[config.mk]
export PLATFORM = sky130hd
export DESIGN_NAME = muldiv_issue_ctrl
export DESIGN_NICKNAME = d
export VERILOG_FILES = /design/src/rtl/muldiv_issue_ctrl_pkg.sv /design/src/rtl/muldiv_issue_ctrl.sv
export SDC_FILE = /design/constraint.sdc
export NUM_CORES = 1
export LEC_CHECK = 0
export ABC_CLOCK_PERIOD_IN_PS = 2000
export CORE_UTILIZATION = 42
export DETAILED_ROUTE_END_ITERATION = 7
export PLACE_DENSITY = 0.85
export SLEW_MARGIN = 20
export SYNTH_ARGS = -nofsm -noshare
export SYNTH_HDL_FRONTEND = slang
export SYNTH_SLANG_ARGS = --single-unit
[constraint.sdc]
create_clock -name clk -period 2 [get_ports clk]
set_input_delay 0.2 -clock clk [delete_from_list [all_inputs] [get_ports clk]]
set_output_delay 0.2 -clock clk [all_outputs]
set_load 0.02 [all_outputs]
[src/rtl/muldiv_issue_ctrl_pkg.sv]
// Shared widths, funct codes and FSM state type for the M-extension
// issue/writeback controller.
package muldiv_issue_ctrl_pkg;

   localparam int WD_SIZE       = 32;
   localparam int FUNCT7_SIZE   = 7;
   localparam int FUNCT3_SIZE   = 3;
   localparam int REG_ADDR_SIZE = 5;

   localparam logic [FUNCT7_SIZE-1:0] F7_MULDIV = 7'b0000001;

   localparam logic [FUNCT3_SIZE-1:0] F3_MUL    = 3'b000;
   localparam logic [FUNCT3_SIZE-1:0] F3_MULH   = 3'b001;
   localparam logic [FUNCT3_SIZE-1:0] F3_MULHSU = 3'b010;
   localparam logic [FUNCT3_SIZE-1:0] F3_MULHU  = 3'b011;
   localparam logic [FUNCT3_SIZE-1:0] F3_DIV    = 3'b100;
   localparam logic [FUNCT3_SIZE-1:0] F3_DIVU   = 3'b101;
   localparam logic [FUNCT3_SIZE-1:0] F3_REM    = 3'b110;
   localparam logic [FUNCT3_SIZE-1:0] F3_REMU   = 3'b111;

   typedef enum logic [1:0] {
      IDLE  = 2'd0,
      BUSY  = 2'd1,
      WB    = 2'd2,
      DRAIN = 2'd3
   } muldiv_state_t;

   function automatic logic is_div_rem(input logic [FUNCT3_SIZE-1:0] f3);
      return (f3 == F3_DIV) || (f3 == F3_DIVU) ||
             (f3 == F3_REM) || (f3 == F3_REMU);
   endfunction

endpackage

[src/rtl/muldiv_issue_ctrl.sv]
// Holds one M-extension op on the multiplier inputs, waits for its result
// and hands it to regfile writeback; divide-by-zero never reaches the unit.
module muldiv_issue_ctrl
   import muldiv_issue_ctrl_pkg::*;
#(
   parameter int MAX_LATENCY = 16,
   parameter int CNT_W       = $clog2(MAX_LATENCY + 1)
) (
   input  logic                     clk,
   input  logic                     reset,
   input  logic                     req_valid_i,
   output logic                     req_ready_o,
   input  logic [FUNCT7_SIZE-1:0]   req_funct7_i,
   input  logic [FUNCT3_SIZE-1:0]   req_funct3_i,
   input  logic [WD_SIZE-1:0]       req_rs1_data_i,
   input  logic [WD_SIZE-1:0]       req_rs2_data_i,
   input  logic [REG_ADDR_SIZE-1:0] req_rd_i,
   input  logic                     kill_i,
   output logic                     mul_op_o,
   output logic [FUNCT7_SIZE-1:0]   mul_funct7_o,
   output logic [FUNCT3_SIZE-1:0]   mul_funct3_o,
   output logic [WD_SIZE-1:0]       mul_op1_o,
   output logic [WD_SIZE-1:0]       mul_op2_o,
   input  logic                     mul_valid_i,
   input  logic [WD_SIZE-1:0]       mul_result_i,
   output logic                     wb_valid_o,
   input  logic                     wb_ready_i,
   output logic [REG_ADDR_SIZE-1:0] wb_rd_o,
   output logic [WD_SIZE-1:0]       wb_data_o,
   output logic                     stall_o,
   output logic                     timeout_o
);

   localparam logic [CNT_W-1:0] CNT_MAX = CNT_W'(MAX_LATENCY);

   muldiv_state_t state, next_state;

   logic [CNT_W-1:0]         cnt;
   logic [FUNCT7_SIZE-1:0]   f7_q;
   logic [FUNCT3_SIZE-1:0]   f3_q;
   logic [WD_SIZE-1:0]       op1_q;
   logic [WD_SIZE-1:0]       op2_q;
   logic [REG_ADDR_SIZE-1:0] rd_q;
   logic [WD_SIZE-1:0]       wb_data_q;

   logic accept;
   logic bypass;
   logic cnt_max;

   // RISC-V x/0: quotient is all ones, remainder is the dividend
   function automatic logic [WD_SIZE-1:0] bypass_data(
      input logic [FUNCT3_SIZE-1:0] f3,
      input logic [WD_SIZE-1:0]     rs1
   );
      if (f3 == F3_REM || f3 == F3_REMU)
         return rs1;
      return '1;
   endfunction

   assign cnt_max = (cnt == CNT_MAX);
   assign accept  = (state == IDLE) && req_valid_i && !kill_i &&
                    (req_funct7_i == F7_MULDIV);
   assign bypass  = is_div_rem(req_funct3_i) && (req_rs2_data_i == '0);

   always_ff @(posedge clk) begin
      if (reset)
         state <= IDLE;
      else
         state <= next_state;
   end

   always_comb begin
      next_state = state;
      unique case (state)
         IDLE: begin
            if (accept)
               next_state = bypass ? WB : BUSY;
         end
         BUSY: begin
            if (kill_i)
               next_state = DRAIN;
            else if (mul_valid_i || cnt_max)
               next_state = WB;
         end
         WB: begin
            if (kill_i || rd_q == '0 || wb_ready_i)
               next_state = IDLE;
         end
         DRAIN: begin
            if (mul_valid_i || cnt_max)
               next_state = IDLE;
         end
         default: next_state = IDLE;
      endcase
   end

   always_ff @(posedge clk) begin
      if (reset) begin
         cnt       <= '0;
         f7_q      <= '0;
         f3_q      <= '0;
         op1_q     <= '0;
         op2_q     <= '0;
         rd_q      <= '0;
         wb_data_q <= '0;
      end else if (accept) begin
         cnt   <= '0;
         f7_q  <= req_funct7_i;
         f3_q  <= req_funct3_i;
         op1_q <= req_rs1_data_i;
         op2_q <= req_rs2_data_i;
         rd_q  <= req_rd_i;
         if (bypass)
            wb_data_q <= bypass_data(req_funct3_i, req_rs1_data_i);
      end else if (state == BUSY || state == DRAIN) begin
         if (!cnt_max)
            cnt <= cnt + CNT_W'(1);
         // valid result beats a coincident timeout
         if (state == BUSY && !kill_i) begin
            if (mul_valid_i)
               wb_data_q <= mul_result_i;
            else if (cnt_max)
               wb_data_q <= '0;
         end
      end
   end

   always_comb begin
      req_ready_o = 1'b0;
      mul_op_o    = 1'b0;
      wb_valid_o  = 1'b0;
      wb_rd_o     = '0;
      wb_data_o   = '0;
      stall_o     = (state != IDLE);
      timeout_o   = 1'b0;
      unique case (state)
         IDLE: req_ready_o = !kill_i && !reset;
         BUSY: begin
            mul_op_o  = 1'b1;
            timeout_o = cnt_max && !mul_valid_i && !kill_i;
         end
         WB: begin
            wb_valid_o = (rd_q != '0);
            wb_rd_o    = rd_q;
            wb_data_o  = wb_data_q;
         end
         DRAIN: ;
         default: ;
      endcase
   end

   assign mul_funct7_o = f7_q;
   assign mul_funct3_o = f3_q;
   assign mul_op1_o    = op1_q;
   assign mul_op2_o    = op2_q;

endmodule

Word-level counts from Yosys, hierarchy flattened. Index checks and enable logic that the tools add are counted.

Output and inout port bits: 116. Bits of input ports: 117. Register bits: 118. Word-level logic and storage cells: 80.

Eq/ne operators: 14. Bitwise operators: 1. Reduce and logical (&&, ||, !) cells: 31. $add $sub $neg: 1. Muxes and demuxes: 25.

Operators by type and width (number): $mux 32 (9); $logic_not 32->1 (1); $eq 3x3->1 const B (4); $mux 2 (6); $logic_and 1x1->1 (8); $logic_or 1x1->1 (8); $mux 1 (8); $pmux 2 s4 (1); $reduce_and 4->1 (2); $eq 7x1->1 const B (1); $ne 2x2->1 const B (3); $reduce_bool 2->1 (3); $add 5x1->5 const B (1); $eq 5x5->1 const B (1); $logic_not 5->1 (1); $mux 5 (1); $reduce_bool 5->1 (1); $eq 2x2->1 const B (2); $logic_not 1->1 (3); $ne 3x3->1 const B (1); $reduce_bool 3->1 (1); $eq 2x1->1 const B (1); $logic_not 2->1 (1); $ne 2x1->1 const B (1); other kinds (3) (3).

Longest topological paths before layout. Gate-level depths: netlist (run 1).

Depth after elaboration: 11. Mapped depth: 8.

Worst setup path after synthesis (run 1). Ideal clock, no wire load.

Path kind: flip-flop to output port. Start point: reg state[0]. End point: out timeout_o. Path slack: 324 ps. Stages on the path, launching flop included: 5. Buffers on the path: 1. Data arrival time: 1476 ps. Data required time: 1800 ps. Cell sequence: dfxtp_1 -> buf_2 -> nor2b_1 -> nand2_1 -> nor3_1.

Cells in the longest elaborated chain, start to end: 2.

Ends and longest elaborated chain: start: declaration (RTL line muldiv_issue_ctrl.sv:36) `muldiv_state_t state, next_state;`; start signal: assignment (RTL line muldiv_issue_ctrl.sv:69) `state <= next_state;`; $eq 2x1->1 (RTL line muldiv_issue_ctrl.sv:136) `unique case (state)`; $mux 1 (RTL line muldiv_issue_ctrl.sv:136); end: declaration (RTL line muldiv_issue_ctrl.sv:31) `output logic timeout_o`.

No other way between the ends.

Final worst setup path (run 1).
Start point: reg cnt[0]. End point: out timeout_o.

Cells in the longest elaborated chain, start to end: 4.

Ends and longest elaborated chain: start: declaration (RTL line muldiv_issue_ctrl.sv:38) `logic [CNT_W-1:0] cnt;`; start signal: assignment (RTL line muldiv_issue_ctrl.sv:117) `cnt <= cnt + CNT_W'(1);`; $eq 5x5->1 (RTL line muldiv_issue_ctrl.sv:60) `assign cnt_max = (cnt == CNT_MAX);`; $logic_and 1x1->1 (2 in series) (RTL line muldiv_issue_ctrl.sv:140) `timeout_o = cnt_max && !mul_valid_i && !kill_i;`; $mux 1 (RTL line muldiv_issue_ctrl.sv:136).

No other way between the ends.

==> results of run 1 <==
layout make-up:
cell class / instances / share of cell area
clock inverters: 4 / 0.00538
flip-flops and latches: 118 / 0.282
repair buffers: 260 / 0.307
inverters: 4 / 0.00179
clock buffers: 25 / 0.0604
multi-input cells: 484 / 0.318
well taps: 168 / 0.0251
registers in the layout (all words and copies together) (netlist names):
signal and count:
cnt 5, mul_funct3_o 3, mul_funct7_o 7, mul_op1_o 32, mul_op2_o 32, rd_q 5
state 2, wb_data_q 32
kinds of logic (layout without fill, tap and decap cells):
group	after synthesis	count (layout)
adders and majority gates	2	2
muxes	32	32
DFF	118	118
AOI/OAI and AO/OA	112	112
buffers and inverters	58	293
xor gates and xnor gates	4	4
and+or+nand+nor	334	334
what timing repair did:
action                     4_1_cts  5_1_grt
setup buffers                    0        1
setup endpoints to repair       41       40
resized for setup               42       17
pin swaps                        0        1
hold endpoints to repair         0        0
synth_stat cells (all sizes together) (2+ instances only):
| cell type | number | share of area |
|---|---|---|
| and2 | 44 | 0.052 |
| nand3 | 2 | 0.0019 |
| o21ai | 2 | 0.0019 |
| ha | 2 | 0.0047 |
| dfxtp | 118 | 0.44 |
| mux2i | 32 | 0.060 |
| nor2 | 16 | 0.012 |
| clkbuf | 28 | 0.020 |
| a21oi | 75 | 0.072 |
| a211o | 32 | 0.053 |
| nor4 | 7 | 0.0082 |
| nor3 | 35 | 0.035 |
| nand2 | 183 | 0.13 |
| nand4 | 5 | 0.0059 |
| nor2b | 4 | 0.0047 |
| xor2 | 3 | 0.0049 |
| inv | 4 | 0.0028 |
| nand2b | 33 | 0.039 |
| buf | 26 | 0.036 |
worst max-delay path: cells and delay by family (launching register included):
kind / cells / cell delay, ns
buf+inv: 2 / 0.47
fa+ha+maj: 1 / 0.16
flops: 1 / 0.33
simple gates: 2 / 0.33
worst paths after layout:
| check | slack, ns | end | cells after the start |
|---|---|---|---|
| min | 0.34 | rd_q[0] | 3 |
| min reg2reg | 0.45 | mul_op1_o[24] | 2 |
| max reg2reg | 0.20 | wb_data_q[24] | 8 |
| max | 0.10 | timeout_o | 5 |
power groups by stage:
stage	clock [mW]	sequential (mW)	combinational [mW]
after global routing	2.98	2.35	0.459
after global placement	0	2.41	0.426
final	2.83	2.36	0.429
after detailed placement	0	2.41	0.426
after floorplan	0	2.41	0.121
after CTS	2.87	2.36	0.429
stage by stage:
step                      setup TNS [ns]  area (um^2)   util  worst slack [ns]
after floorplan                        0         5330      -             0.324
after global placement             -5.30         7850  0.642            -0.178
after detailed placement           -5.56         7850  0.642            -0.198
after CTS                              0         8350  0.683          0.000283
after global routing                   0         8370  0.686            0.0294
final                                  0         8370  0.686             0.103
per-layer routing:
layer / track usage / up-vias
met2: 0.420 / 198
met3: 0.0836 / 28
met1: 0.297 / 2484
met4: 0.103 / 0
met5: 0 / -
li1: - / 2651
==> results.md, run 1 <==
- The synthesized-area fraction occupied by ao, oa, aoi and oai cells is 0.131.
- Data on the critical path is required at its endpoint by 1.80 ns.
- Entering global routing, the biggest net connects 142 pins.
- The final period utilization is 0.948.
- TritonCTS created 17 clock buffers.
- The TritonCTS clock tree is done.
- The via count of the routed design is 5361.
- The startpoint of the worst register-to-register path is cnt[0].
- The share of total power in combinational logic is 0.076.
- Data on the critical path arrives at its endpoint at 1.70 ns.
- Tracing the worst setup path back leads to its startpoint at cnt[0].
- For this run, the post-layout net count is 1004.
- The maximum ir drop on the vdd rail is 0.760 mV.
- The critical hold path startpoint is req_rd_i[0].
- The first global-routing pass estimated 25700 um of wire.
- The global router's overall resource usage is 0.252.
- In the final layout, the multi-input gates occupy 2670 um^2.
- Measured against the total synthesized area, the mux share comes to 0.0601.
- The cell-internal power is 4.47 mW.
- The share of the Yosys chip area taken by registers is 0.443.
- The post-synthesis xor/xnor area fraction is 0.00657.
- In this run the core area contains 40 standard-cell rows.
- The achievable clock frequency is 527 MHz.
- Detailed routing placed a total of 7620 um of wire on met2.
- Registers take 2360 um^2.
- The clock tree synthesis step divided the H-tree into 4 levels.
- The count of flip-flops with a built-in enable after synthesis is 0.
- The count of cells in the finished layout, fillers not included, comes to 1063.
- The critical path startpoint category is a flop.
- The clock passes through at most 2 buffers.
- The total power consumption of the routed design is 5.62 mW.
- The part of the power in the clock network is 0.504.
- The proportion of synthesized flip-flops having asynchronous set or reset is 0.
- The initial antenna violation count was 0.
- Setup repair after global routing left no endpoint under its margin.
- A synthesized cell averages 8.08 um^2.
- The routed metal-1 wirelength is 6730 um.
- The delay contributed by the slowest stage of the critical path is 0.38 ns.
- The total placed cells including tap cells is 1033.
- The die extent in y is 115 um.
- At the later pin of the worst-skew pair, clock insertion delay measures 0.41 ns.
- The number of input and output port buffers inserted is 232.
- The post-detailed-route count of antenna-violating nets is 0.
- The layout has 1027 filler cells.
- The total of endpoints with negative setup slack in the final report is 0.
- The floorplan step defined a die boundary enclosing 13200 um^2.
- After synthesis, the largest family of logic cells by area is simple AND/OR/NAND/NOR gates.
- The max-slew headroom at the worst pin is 0.609.
- Of the total synthesized cell area, the portion taken by AND, OR, NAND and NOR gates is 0.296.
- The total count of hold-check failures in the final report is 0.
- The number of pins exceeding their max-slew limit in the final report is 0.
- Summed over all cells, the static leakage comes to 3.33 nW.
- Across the routed clock network, the largest skew measured is 0.00862 ns.
- The signal on the critical path passes through inv_1, ha_1, nand4bb_1, nor3_1, dlygate4sd2_1.
- The wire length reported by the detailed router is 16100 um.
- The run finished with clean final reports.
- In the final layout, the share of cells above drive strength 1 is 0.0737.
- The count of pins on the block boundary is 233.
- The standard cell core area is 12200 um^2.
- The smallest clock period supported by the final layout is computed as 1.90 ns.
- In this run, synthesis produced a sequential element count of 118.
- The total overflow left after global routing is 0.
- The antenna diode instance count is 0.
- The highest layer touched by signal routing is met4.
- The number of warnings issued by yosys is 0.
- Clock tree synthesis found a total of 118 sinks.
- In the layout the commonest cells are 190 x sky130_fd_sc_hd__clkdlybuf4s50_1, 183 x sky130_fd_sc_hd__nand2_1, 116 x sky130_fd_sc_hd__dfxtp_1.
- The average routed wire per standard cell is 15.1 um.
- In the synthesized netlist the dominant register cell turns out to be sky130_fd_sc_hd__dfxtp_1.
- The number of design-rule violations left by the first detailed-router iteration is 415.
- The number of global-route vias before repair was 5163.
- The initial standard-cell utilization of the core is 0.437.
- Using the TritonRoute via totals, the vias-per-cell ratio works out to 5.04.
- The type of element capturing the critical path is a primary output.
- The post-synthesis cell type count is 35.
- By startpoint and endpoint, the worst setup path is classified as flop to primary output.
- The number of detailed-route iterations in the first pass is 5.
- The switching part of the total is 0.205.
- The part of the total power dissipated in sequential elements is 0.420.
- The number of buffers added to fix hold violations after cts is 0.
- Power spread over the standard cell area amounts to 671 nW/um^2.
- Counting every net in the synthesized netlist gives 779.
- The most common cell after layout, fill and taps aside is sky130_fd_sc_hd__clkdlybuf4s50_1.
- Compared with the post-synthesis result, the final layout area differs by 57.0%.
- The top fanout value on the critical path is 3.
- The routed length on met3 is 1360 um.
- Of the total synthesized cell area, the portion taken by full adders, half adders and majority gates is 0.00469.
- The max-cap violation count is 0.
- The actual slew at the worst max-slew pin is 0.587 ns.
- Across all hold checks on the routed design, the worst slack comes to 0.342 ns.
- For this design, the slowest cell found on the critical path is sky130_fd_sc_hd__dlygate4sd2_1.
- Routability-driven placement finished with a final weighted congestion of 0.809.
- The number of instances in the synthesized netlist is 660.
- Summed over all nets, the half-perimeter wirelength after detailed placement is 11400 um.
- In the routed design, unresolved DRC markers number 0.
- The area of the mapped netlist is 5330 um^2.
- CTS placed an instance of sky130_fd_sc_hd__clkbuf_16 at the clock tree root.
- The path type of the worst min-delay path is input port to flop.
- Measured along the x axis, the die boundary spans 115 um.
- Clock-pin slew was measured on the worst setup and hold paths at 0.05 ns.
- Summed over all nets, the switching power comes to 1.15 mW.
Power figures use the tool's default switching activity.
==> run 2, diff against run 1 <==
--- a/config.mk
+++ b/config.mk
@@ -5,9 +5,9 @@
 export SDC_FILE = /design/constraint.sdc
 export NUM_CORES = 1
 export LEC_CHECK = 0
-export ABC_CLOCK_PERIOD_IN_PS = 2000
 export CORE_UTILIZATION = 42
 export DETAILED_ROUTE_END_ITERATION = 7
+export MAX_ROUTING_LAYER = met4
 export PLACE_DENSITY = 0.85
 export SLEW_MARGIN = 20
 export SYNTH_ARGS = -nofsm -noshare
==> results.md, run 2 (synthesized netlist as in run 1, its figures left out) <==
- The number of antenna diodes in the final layout is 0.
- For the worst setup path, the data required time is 1.80 ns.
- During I/O placement, the number of pins put on the boundary was 233.
- The total negative setup slack is 0 ns.
- The terminating pin of the worst hold path is rd_q[0].
- The CTS buffer count is 17.
- Hold repair after CTS inserted 0 buffers.
- The switching power of the nets is 1.15 mW.
- The final period utilization is 0.948.
- For this run, design rule violations remaining after detail routing come to 0.
- Global routing finished with a remaining overflow of 0.
- The most common cell after layout, fill and taps aside is sky130_fd_sc_hd__clkdlybuf4s50_1.
- The number of global-route vias before repair is 5165.
- The area growth from synthesis to layout is 57.0%.
- After detailed routing, the average wire length per cell comes to 15.2 um.
- Buffers placed on the I/O ports in this run total 232.
- The register-to-register setup slack is 0.20 ns.
- The startpoint of the worst register-to-register path is cnt[0].
- The number of pins exceeding their max-slew limit in the final report is 0.
- The initial standard-cell utilization of the core is 0.437.
- The post-detailed-route count of antenna-violating nets is 0.
- The TritonCTS clock tree is done.
- The final setup skew is 0.00856 ns.
- In the final layout, the share of cells above drive strength 1 is 0.0737.
- In this run the critical register-to-register path is captured at wb_data_q[24].
- Of the total power, registers draw 0.420.
- Summed over all layers, the routed wires come to 16200 um.
- The total count of hold-check failures in the final report is 0.
- After clock tree synthesis, the clock-pin slew on the worst setup and hold paths is 0.05 ns.
- The pin count of the biggest net entering global routing is 142.
- In this run the worst path has a maximum fanout of 3.
- The largest single stage delay on the critical path is 0.38 ns.
- After the first detailed-routing iteration, the DRC count stood at 390.
- The max-cap violation count is 0.
- The number of detailed-route iterations in the first pass is 5.
- The site row count is 40.
- The share of total power in combinational logic is 0.077.
- Overall power consumption after layout is estimated at 5.62 mW.
- The clock network latency to the later pin of the worst-skew pair is 0.41 ns.
- The total number of H-tree levels is 4.
- The initial antenna violation count came to 0.
- The number of cells on the worst reg-to-reg path is 8.
- The critical path arrival is 1.70 ns.
- For this design the ratio of total power to cell area is 671 nW/um^2.
- The critical hold path startpoint is req_rd_i[0].
- The via count of the routed design is 5397.
- The buffer type at the clock tree root is sky130_fd_sc_hd__clkbuf_16.
- The die is 115 um tall.
- The via density per instance is 5.08.
- The clock net sink count is 118.
- At the pin with the least slew margin, the transition time is 0.568 ns.
- The critical path is of the flop to primary output type.
- Of the total power, the share spent switching nets is 0.205.
- Setup repair after global routing left no endpoint under its margin.
- The number of buffer and inverter instances along the worst setup path is 2.
- The largest individual stage delay along the critical path comes from the cell sky130_fd_sc_hd__dlygate4sd2_1.
- For this run, the top clock speed supported by timing is 527 MHz.
- The clock passes through at most 2 buffers.
- The leakage component of the power is 3.33 nW.
- The global router's overall resource usage is 0.259.
- The standard cell core area is 12200 um^2.
- The path type of the worst min-delay path is input port to flop.
- The area enclosed by the die boundary is 13200 um^2.
- Routability-driven placement finished with a final weighted congestion of 0.821.
- In the layout the commonest cells are 190 x sky130_fd_sc_hd__clkdlybuf4s50_1, 183 x sky130_fd_sc_hd__nand2_1, 116 x sky130_fd_sc_hd__dfxtp_1.
- The worst setup path is launched from a flop.
- The wire length of the first global-routing pass is 25600 um.
- The maximum ir drop on the vdd rail is 0.761 mV.
- The shortest clock period the worst path allows after layout is 1.90 ns.
- The final layout contains 1004 nets.
- The die is 115 um wide.
- After filler insertion, the fill cell instance count of the layout stands at 1027.
- The post-route worst hold slack is 0.342 ns.
- The worst pin sits at a relative slew slack of 0.621.
- Counting instances, the worst hold path has a depth of 3.
- The family with the most delay on the worst path is buffers and inverters.
- The run finished with clean final reports.
- The cell-internal power is 4.47 mW.
- Walking the worst path, the cells encountered are inv_1, ha_1, nand4bb_1, nor3_1, dlygate4sd2_1.
- The share of total power dissipated in the clock network is 0.504.
- The detailed placement HPWL is 11400 um.
- The total of endpoints with negative setup slack in the final report is 0.
- The worst setup path is captured at a primary output.
## run 2: cell counts in the layout (fill, tap and decap cells not counted)
Identical to the previous run, type by type.
## run 2: power by group through the flow
stage | combinational (mW) | clock (mW) | sequential, mW
3_3_place_gp | 0.426 | 0 | 2.41
2_1_floorplan | 0.121 | 0 | 2.41
6_report | 0.430 | 2.83 | 2.36
4_1_cts | 0.429 | 2.87 | 2.36
5_1_grt | 0.459 | 2.98 | 2.35
3_5_place_dp | 0.426 | 0 | 2.41
## run 2: layout make-up
cell class / instances / area (um^2) / share of cell area
multi-input combinational: 484 / 2670 / 0.318
sequential: 118 / 2360 / 0.282
inverter: 4 / 15.0 / 0.00179
timing repair buffer: 260 / 2570 / 0.307
clock buffer: 25 / 505 / 0.0604
tap: 168 / 210 / 0.0251
clock inverter: 4 / 45.0 / 0.00538
## run 2: per-stage QoR
stage | setup WS (ns) | std cells | utilization | area [um^2]
2_1_floorplan | 0.324 | 660 | - | 5330
3_3_place_gp | -0.178 | 1033 | 0.642 | 7850
3_5_place_dp | -0.198 | 1033 | 0.642 | 7850
4_1_cts | 0.000283 | 1062 | 0.683 | 8350
5_1_grt | 0.0289 | 1063 | 0.686 | 8370
6_report | 0.103 | 1063 | 0.686 | 8370
## run 2: layer usage
layer | vias to the layer above | wire [um] | global-route usage
met5 | - | 0 | -
met4 | 0 | 352 | 0.100
met3 | 27 | 1110 | 0.0646
met2 | 196 | 7690 | 0.421
met1 | 2525 | 7030 | 0.309
li1 | 2649 | - | -
## run 2: tightest hold or removal path, stage by stage
cell and delay (ns):
sky130_fd_sc_hd__clkdlybuf4s50_1 0.39, sky130_fd_sc_hd__nand2_1 0.06, sky130_fd_sc_hd__a21oi_1 0.05
## run 2: worst max-delay path by stage
| stage | end | cells after the start | from |
|---|---|---|---|
| 2_1_floorplan | timeout_o | 4 | state[0] |
| 3_3_place_gp | wb_data_q[19] | 8 | req_rs2_data_i[21] |
| 3_5_place_dp | wb_data_q[19] | 8 | req_rs2_data_i[20] |
| 4_1_cts | wb_valid_o | 4 | rd_q[0] |
| 5_1_grt | wb_data_o[19] | 4 | state[1] |
| 6_report | timeout_o | 5 | cnt[0] |
## run 2: timing repair
action	4_1_cts	5_1_grt
cloned	0	0
resized for setup	42	17
setup endpoints to repair	41	40
setup buffers	0	1
pin swaps	0	1
endpoints found under the hold margin	0	0
==> run 3, diff against run 2 <==
--- a/config.mk
+++ b/config.mk
@@ -6,6 +6,7 @@
 export NUM_CORES = 1
 export LEC_CHECK = 0
 export CORE_UTILIZATION = 42
+export CTS_CLUSTER_SIZE = 30
 export DETAILED_ROUTE_END_ITERATION = 7
 export MAX_ROUTING_LAYER = met4
 export PLACE_DENSITY = 0.85
==> results of run 3 <==
Same layout as run 2: the final DEF is identical, and so are final timing and power.
